<file path="src/rtl/instr_fetch.sv">
// Instruction fetch unit: owns the PC, issues reads to a 1-cycle-latency
// instruction memory and hands {instr, addr} to the decoder via valid/ready.
module instr_fetch #(
  parameter int ADDR_WIDTH = 8,
  parameter int DATA_WIDTH = 32
) (
  input  logic                  clk,
  input  logic                  reset,
  input  logic                  enable,
  input  logic                  jump_en,
  input  logic [ADDR_WIDTH-1:0] jump_addr,
  output logic [ADDR_WIDTH-1:0] mem_addr,
  output logic                  mem_rd_en,
  input  logic [DATA_WIDTH-1:0] mem_data,
  output logic [DATA_WIDTH-1:0] instr_out,
  output logic [ADDR_WIDTH-1:0] instr_addr,
  output logic                  instr_valid,
  input  logic                  instr_ready,
  output logic [ADDR_WIDTH-1:0] ptr_out
);

  logic [ADDR_WIDTH-1:0] pc_q, pc_d;
  logic                  inf_valid_q, inf_valid_d;
  logic [ADDR_WIDTH-1:0] inf_addr_q, inf_addr_d;
  logic                  inf_kill_q, inf_kill_d;
  logic [DATA_WIDTH-1:0] head_dat_q, head_dat_d, tail_dat_q, tail_dat_d;
  logic [ADDR_WIDTH-1:0] head_adr_q, head_adr_d, tail_adr_q, tail_adr_d;
  logic [1:0]            occ_q, occ_d;

  logic       pop, push, issue;
  logic [1:0] base;
  logic [2:0] credit;

  always_comb begin
    pop    = (occ_q != 2'd0) & instr_ready;
    // A return that lands in a jump cycle belongs to the abandoned stream.
    push   = inf_valid_q & ~inf_kill_q & ~jump_en;
    base   = occ_q - {1'b0, pop};
    // Outstanding credit: entries kept after this pop plus the read in flight.
    credit = {1'b0, base} + {2'b00, inf_valid_q};
    issue  = ~reset & enable & ~jump_en & (credit < 3'd2);

    pc_d        = pc_q;
    inf_valid_d = issue;
    inf_addr_d  = inf_addr_q;
    inf_kill_d  = inf_kill_q;
    if (jump_en) begin
      pc_d       = jump_addr;
      inf_kill_d = 1'b1;
    end else if (issue) begin
      pc_d       = pc_q + ADDR_WIDTH'(1);
      inf_addr_d = pc_q;
      inf_kill_d = 1'b0;
    end

    head_dat_d = head_dat_q;
    head_adr_d = head_adr_q;
    tail_dat_d = tail_dat_q;
    tail_adr_d = tail_adr_q;
    if (pop) begin
      head_dat_d = tail_dat_q;
      head_adr_d = tail_adr_q;
    end
    if (push) begin
      if (base == 2'd0) begin
        head_dat_d = mem_data;
        head_adr_d = inf_addr_q;
      end else begin
        tail_dat_d = mem_data;
        tail_adr_d = inf_addr_q;
      end
    end
    occ_d = jump_en ? 2'd0 : base + {1'b0, push};
  end

  always_ff @(posedge clk) begin
    if (reset) begin
      pc_q        <= '0;
      inf_valid_q <= 1'b0;
      inf_addr_q  <= '0;
      inf_kill_q  <= 1'b0;
      head_dat_q  <= '0;
      head_adr_q  <= '0;
      tail_dat_q  <= '0;
      tail_adr_q  <= '0;
      occ_q       <= 2'd0;
    end else begin
      pc_q        <= pc_d;
      inf_valid_q <= inf_valid_d;
      inf_addr_q  <= inf_addr_d;
      inf_kill_q  <= inf_kill_d;
      head_dat_q  <= head_dat_d;
      head_adr_q  <= head_adr_d;
      tail_dat_q  <= tail_dat_d;
      tail_adr_q  <= tail_adr_d;
      occ_q       <= occ_d;
    end
  end

  assign mem_addr    = pc_q;
  assign ptr_out     = pc_q;
  assign mem_rd_en   = issue;
  assign instr_valid = (occ_q != 2'd0);
  assign instr_out   = head_dat_q;
  assign instr_addr  = head_adr_q;

endmodule

</file>
<file path="config.mk">
export PLATFORM = sky130hd
export DESIGN_NAME = instr_fetch
export DESIGN_NICKNAME = d
export VERILOG_FILES = /design/src/rtl/instr_fetch.sv
export SDC_FILE = /design/constraint.sdc
export NUM_CORES = 1
export LEC_CHECK = 0
export CORE_MARGIN = 1.5
export CORE_UTILIZATION = 45
export DETAILED_ROUTE_END_ITERATION = 7
export GPL_TIMING_DRIVEN = 0
export PLACE_DENSITY = 0.74
export SLEW_MARGIN = 25
export SYNTH_ARGS = -nofsm -noshare
export SYNTH_HDL_FRONTEND = slang
export SYNTH_SLANG_ARGS = --single-unit
export TNS_END_PERCENT = 10
</file>
<file path="constraint.sdc">
create_clock -name clk -period 3.1 [get_ports clk]
set_input_delay 0.62 -clock clk [delete_from_list [all_inputs] [get_ports clk]]
set_output_delay 0.62 -clock clk [all_outputs]
set_load 0.01 [all_outputs]
</file>
==> results of run 1 <==
==> Yosys cell counts, drive strengths merged, types with 2 or more instances <==
| library cell | instances | area, µm² |
|---|---|---|
| inv | 6 | 22.5 |
| a311oi | 40 | 350 |
| mux2i | 42 | 420 |
| nand2 | 97 | 364 |
| nand4 | 2 | 12.5 |
| a21oi | 14 | 70.1 |
| xnor2 | 5 | 51.3 |
| nor2 | 88 | 330 |
| dfxtp | 100 | 2000 |
| clkbuf | 17 | 63.8 |
| nor3b | 2 | 20.0 |
| nor4 | 2 | 12.5 |
| mux2 | 2 | 22.5 |
| a21boi | 2 | 18.8 |
| nand3 | 3 | 20.0 |
| ha | 3 | 37.5 |
| o21ai | 9 | 45.0 |
| buf | 27 | 183 |
| a211oi | 4 | 30.0 |
| nor3 | 5 | 25.0 |
==> stage by stage <==
stage          cell area [µm²]  hold WS [ns]
2_1_floorplan             4160         0.454
3_3_place_gp              5320         0.461
3_5_place_dp              5320         0.469
4_1_cts                   5560         0.485
5_1_grt                   5590         0.502
6_report                  5590         0.480
==> power by group through the flow <==
| stage | sequential (mW) | combinational (mW) | clock [mW] |
|---|---|---|---|
| after CTS | 1.34 | 0.272 | 0.812 |
| after global routing | 1.35 | 0.298 | 0.870 |
| final | 1.34 | 0.276 | 0.801 |
| after detailed placement | 1.37 | 0.267 | 0 |
| after global placement | 1.37 | 0.264 | 0 |
| after floorplan | 1.37 | 0.102 | 0 |
==> worst register-to-register path, stage by stage, from the launching register on <==
cell,delay (ns)
dfxtp_4,0.38
or2_4,0.26
nand2_4,0.10
inv_2,0.07
buf_6,0.15
ha_4,0.18
xnor2_4,0.23
buf_4,0.18
nand4_1,0.20
nor3_1,0.28
mux2_2,0.35
==> layout make-up <==
| type | instances | area [µm²] |
|---|---|---|
| multi-input combinational | 328 | 1950 |
| clock buffer | 11 | 141 |
| sequential | 100 | 2010 |
| timing repair buffer | 104 | 1030 |
| fill | 749 | 3260 |
| tap | 108 | 135 |
| inverter | 6 | 22.5 |
| clock inverter | 5 | 43.8 |
| buffer | 44 | 259 |
==> routing by layer <==
layer	wire [µm]	up-vias	track usage (%)	share of wire [%]
met5	0	-	0	0
met3	630	10	4.78	5.8
met4	114	0	7.48	1.0
met1	4970	1835	30.7	45
li1	-	1854	-	-
met2	5210	138	38.8	48
==> path summary, 6_finish.rpt <==
check	from	endpoint	slack, ns
setup / recovery	reset	mem_rd_en	0.12
hold / removal	tail_dat_q[0]	instr_out[0]	0.48
setup reg to reg	occ_q[1]	mem_addr[7]	0.62
hold reg to reg	tail_dat_q[0]	instr_out[0]	0.48
==> state kept, by name, summed over array words and instances, names as in the netlist <==
| name | flops |
|---|---|
| instr_addr | 8 |
| tail_dat_q | 32 |
| inf_valid_q | 1 |
| tail_adr_q | 8 |
| instr_out | 32 |
| occ_q | 2 |
| mem_addr | 8 |
| inf_kill_q | 1 |
| inf_addr_q | 8 |
==> repair_timing <==
item | CTS | global route
pin swaps | 1 | 0
resized for setup | 16 | 4
endpoints found under the setup margin | 1 | 1
setup buffers | 1 | 1
==> kinds of logic (layout without fill, tap and decap cells) <==
| logic type | Yosys count | after routing |
|---|---|---|
| buffers and inverters | 50 | 170 |
| adders and majority gates | 3 | 3 |
| and+or+nand+nor | 205 | 205 |
| xor gates and xnor gates | 6 | 6 |
| muxes | 44 | 44 |
| DFF | 100 | 100 |
| AOI/OAI and AO/OA | 70 | 70 |
==> flow_summary.ini, run 1 <==
[final_layout]
layout_commonest_cell = clkdlybuf4s50_1
layout.cells.non_filler = 706
final_cell_mix = clkdlybuf4s50_1 (101), dfxtp_1 (99), nand2_1 (96), nor2_1 (88), mux2i_1 (42)
nets = 641
drive_gt1_share_pct = 9.87
antennaDiodeCount = 0
utilization_pct = 63.2
area.growth.synth_to_final_pct = 34.3

[global_routing]
grt_pass1_vias = 3891
grt_max_degree = 18
grt_pass1_wl_mm = 18.4
grt.overflow.total = 0
track_usage_pct = 23.4
antenna_found_initial = 0

[yosys]
synth-seq-cells = 100
ys_seq_area_share_pct = 48.1
ys_dominant_reg_cell = dfxtp_1
synthDistinctLibCells = 34
synthAdderAreaFrac_pct = 0.902
syn_area_mm2 = 0.00416
synth_mux_area_share_pct = 10.6
synth_top_family_by_area = simple AND/OR/NAND/NOR gates
synth_edf_count = 0
yosys.area_share.xor_xnor_pct = 1.44
async_flop_share_pct = 0
syn_avg_cell_area_um2 = 8.71
synth_compound_area_share_pct = 12.5
synthSimpleGateAreaFrac_pct = 19.9
ys_warn_count = 0
syn_nets = 526
syn_inst = 478

[timing]
rsz0062_at_grt = false
fin_worst_skew_ns = 0.0110
timing.fmax_mhz = 336
finalWorstSetupSlack_ns = 0.124
setup_viol = 0
tightest_slew_ns = 0.567
slew_violations = 0
tns_ns = 0
finalHoldViolations = 0
fin_crit_sh_pct = 96.0
max-slew-margin-rel_pct = 62.2
period_needed_ns = 2.98

[power_and_ir_drop]
switchingPower_uw = 627
p_int_mw = 1.79
ir_drop_uv = 272
power_density_mw_per_mm2 = 433
p_clk_share_pct = 33.2
total_power_mw = 2.42
comb_power_share_pct = 11.4
leakage_nw = 1.94
power.share.switching_pct = 25.9
p_seq_share_pct = 55.4

[place]
hpwl_mm = 7.62
globalplace.congestion = 0.850
placed_cells_incl_taps = 688
dp_slack_ns = -0.837
port-buffer-count = 102

[cts]
path_clk_slew_ns = 0.10
hold_buffers = 0
htreeDepth = 3
cts_tree = yes
root_buffer = clkbuf_8
numCtsBuffers = 9
clock_latency_ns = 0.37
cts_buffer_depth = 2
clock-sinks = 100

[critical_path]
critPathMaxFanout = 10
cp_num_buf_inv = 4
crit_slowest_cell = clkdlybuf4s50_1
ff2ff_path_depth = 10
critPathArrivalTime_ns = 2.36
slowest_delay_ns = 0.60
cp.depth = 5
end_kind = output port
path_class = input pin to output port
worstPathCellList = clkdlybuf4s50_1 > clkbuf_1 > clkbuf_1 > nor3_2 > buf_2
cp_top_family = buffers and inverters
crit_path_start_kind = input pin
cp.required_ns = 2.48
critPathMostFrequentCell = clkbuf_1

[die]
rows = 34
die_x_um = 99.2
core-area_mm2 = 0.00885
start_util_pct = 47.0
fp.dieH_um = 99.2
die-area_mm2 = 0.00983
io_pins = 103

[hold_path]
min_path_cells = 2
hold_path_class = flip-flop to flip-flop

[outcome]
outcome = completed

[route]
num_vias = 3837
drtAntennaViolNets = 0
wl_per_cell_um = 15.5
route.detailed.drc = 0
drtPass1Iterations = 5
drt_iter0_drc = 203
via_per_inst = 5.43
wl_mm = 10.9

[flow_run]
drv_cap = 0
Power figures use the tool's default switching activity.
==> run 2: changes to the inputs <==
--- a/config.mk
+++ b/config.mk
@@ -10,7 +10,6 @@
 export DETAILED_ROUTE_END_ITERATION = 7
 export GPL_TIMING_DRIVEN = 0
 export PLACE_DENSITY = 0.74
-export SLEW_MARGIN = 25
 export SYNTH_ARGS = -nofsm -noshare
 export SYNTH_HDL_FRONTEND = slang
 export SYNTH_SLANG_ARGS = --single-unit
==> results of run 2 <==
The final DEF is identical to that of run 1; final timing and power are the same.
==> run 3: changes to the inputs <==
--- a/config.mk
+++ b/config.mk
@@ -5,11 +5,13 @@
 export SDC_FILE = /design/constraint.sdc
 export NUM_CORES = 1
 export LEC_CHECK = 0
+export CAP_MARGIN = 10
 export CORE_MARGIN = 1.5
-export CORE_UTILIZATION = 45
+export CORE_UTILIZATION = 44
+export CTS_CLUSTER_DIAMETER = 40
 export DETAILED_ROUTE_END_ITERATION = 7
 export GPL_TIMING_DRIVEN = 0
-export PLACE_DENSITY = 0.74
+export PLACE_DENSITY = 0.75
 export SYNTH_ARGS = -nofsm -noshare
 export SYNTH_HDL_FRONTEND = slang
 export SYNTH_SLANG_ARGS = --single-unit
==> constraint.sdc (replaced) <==
create_clock -name clk -period 2.45 [get_ports clk]
set_input_delay 0.49 -clock clk [delete_from_list [all_inputs] [get_ports clk]]
set_output_delay 0.49 -clock clk [all_outputs]
set_load 0.01 [all_outputs]
==> flow_summary.ini, run 3 (synthesis gave the netlist of run 1 again) <==
[place]
port-buffer-count = 102
globalplace.congestion = 0.820
placed_cells_incl_taps = 691
hpwl_mm = 7.68
place_area_mm2 = 0.00535

[route]
route.detailed.drc = 0
drtAntennaViolNets = 0
drt_iter0_drc = 175
drtPass1Iterations = 5
num_vias = 3826
wl_per_cell_um = 15.3
via_per_inst = 5.36
wl_mm = 10.9

[global_routing]
antenna_found_initial = 0
grt_pass1_wl_mm = 17.9
grt_pass1_vias = 3738
grt_max_degree = 18
grt.overflow.total = 0
track_usage_pct = 22.1

[die]
die-area_mm2 = 0.0101
rows = 35
die_x_um = 100
core-area_mm2 = 0.00920
start_util_pct = 45.3
fp.dieH_um = 100
io_pins = 103

[cts]
clock-sinks = 100
path_clk_slew_ns = 0.10
clock_latency_ns = 0.36
hold_buffers = 0
htreeDepth = 3
cts_buffer_depth = 2
cts_tree = yes
root_buffer = clkbuf_8
numCtsBuffers = 9

[final_layout]
register_area_mm2 = 0.00201
final_cell_mix = clkdlybuf4s50_1 (100), dfxtp_1 (99), nand2_1 (96), nor2_1 (88), mux2i_1 (42)
layout_commonest_cell = clkdlybuf4s50_1
layout.cells.non_filler = 714
area.growth.synth_to_final_pct = 35.8
multi_input_area_mm2 = 0.00196
nets = 646
finalInstanceArea_mm2 = 0.00565
antennaDiodeCount = 0
fillCellCount = 825
drive_gt1_share_pct = 11.1

[critical_path]
end_kind = output port
cp.required_ns = 1.96
worstPathCellList = or2_4 > nand2_4 > inv_6 > ha_4 > nand2b_4 > nand3_4 > nor3_4 > buf_2
critPathMaxFanout = 3
crit_slowest_cell = dfxtp_4
critPathArrivalTime_ns = 1.95
path_class = flip-flop to output port
cp_num_buf_inv = 2
cp.depth = 8
crit_path_start_kind = flip-flop
ff2ff_path_depth = 9
slowest_delay_ns = 0.35
cp_top_family = simple AND/OR/NAND/NOR gates

[power_and_ir_drop]
leakage_nw = 1.98
ir_drop_uv = 355
power_density_mw_per_mm2 = 552

[outcome]
outcome = completed

[timing]
finalHoldViolations = 0
max-slew-margin-rel_pct = 62.1
setup_viol = 0
fin_worst_skew_ns = 0.0139
slew_violations = 0
tns_ns = 0
tightest_slew_ns = 0.567
period_needed_ns = 2.44
rsz0062_at_grt = true
fin_crit_sh_pct = 99.6
timing.fmax_mhz = 410

[hold_path]
min_path_cells = 2
hold_path_class = flip-flop to flip-flop

[flow_run]
drv_cap = 0
-- run 3: cell count changes in the layout (fill, tap and decap cells not counted) --
cell,delta
buf_4,+8
buf_6,-2
bufinv_16,+1
clkbuf_1,-3
clkbuf_2,+3
clkbuf_8,-1
clkdlybuf4s50_1,-1
clkinvlp_4,-1
dlygate4sd2_1,+1
inv_2,-1
inv_6,+1
nor3_2,-1
nor3_4,+1
-- run 3: power breakdown --
| group | total, mW | internal, mW | leakage (nW) | switching [mW] |
|---|---|---|---|---|
| combinational | 0.350 | 0.193 | 1.07 | 0.158 |
| sequential | 1.70 | 1.66 | 0.811 | 0.0346 |
| clock | 1.07 | 0.489 | 0.0965 | 0.586 |
-- run 3: stage by stage --
step / power (mW) / utilization [%] / hold slack, ns / setup slack [ns]
after global placement: 2.07 / 58.2 / 0.462 / -1.04
final: 3.12 / 61.5 / 0.476 / 0.0102
after floorplan: 1.87 / - / 0.454 / 0.0224
after global routing: 3.24 / 61.5 / 0.506 / -0.0678
after CTS: 3.14 / 61.6 / 0.478 / -0.112
after detailed placement: 2.08 / 58.2 / 0.468 / -1.08
-- run 3: final timing paths --
path	slack (ns)	end	start
worst max-delay path	0.01	mem_rd_en	occ_q[1]
worst min-delay path	0.48	instr_out[8]	tail_dat_q[8]
worst max register to register	0.23	instr_addr[3]	occ_q[1]
worst min register to register	0.48	instr_out[8]	tail_dat_q[8]
-- run 3: area by class of cell --
type                            count  area share (%)
Buffer                             41            4.18
Clock buffer                       11            2.32
Clock inverter                      5            1.17
Inverter                            6           0.487
Multi-Input combinational cell    328            34.6
Sequential cell                   100            35.5
Tap cell                          111            2.46
Timing Repair Buffer              112            19.3
-- run 3: layer usage --
layer	track usage (%)	share of wire (%)
met3	3.55	5.0
met5	0	0
met4	7.80	1.9
met2	36.4	47
met1	29.6	46
-- run 3: tightest hold or removal path: stages (launching register included) --
cell and delay (ns):
dfxtp_1 0.32, nand2_1 0.05, a311oi_1 0.08
-- run 3: what timing repair did --
item	4_1_cts	5_1_grt
endpoints found under the hold margin	0	0
endpoints found under the setup margin	93	1
resized for setup	21	3
pin swaps	4	4
buffers inserted	8	2
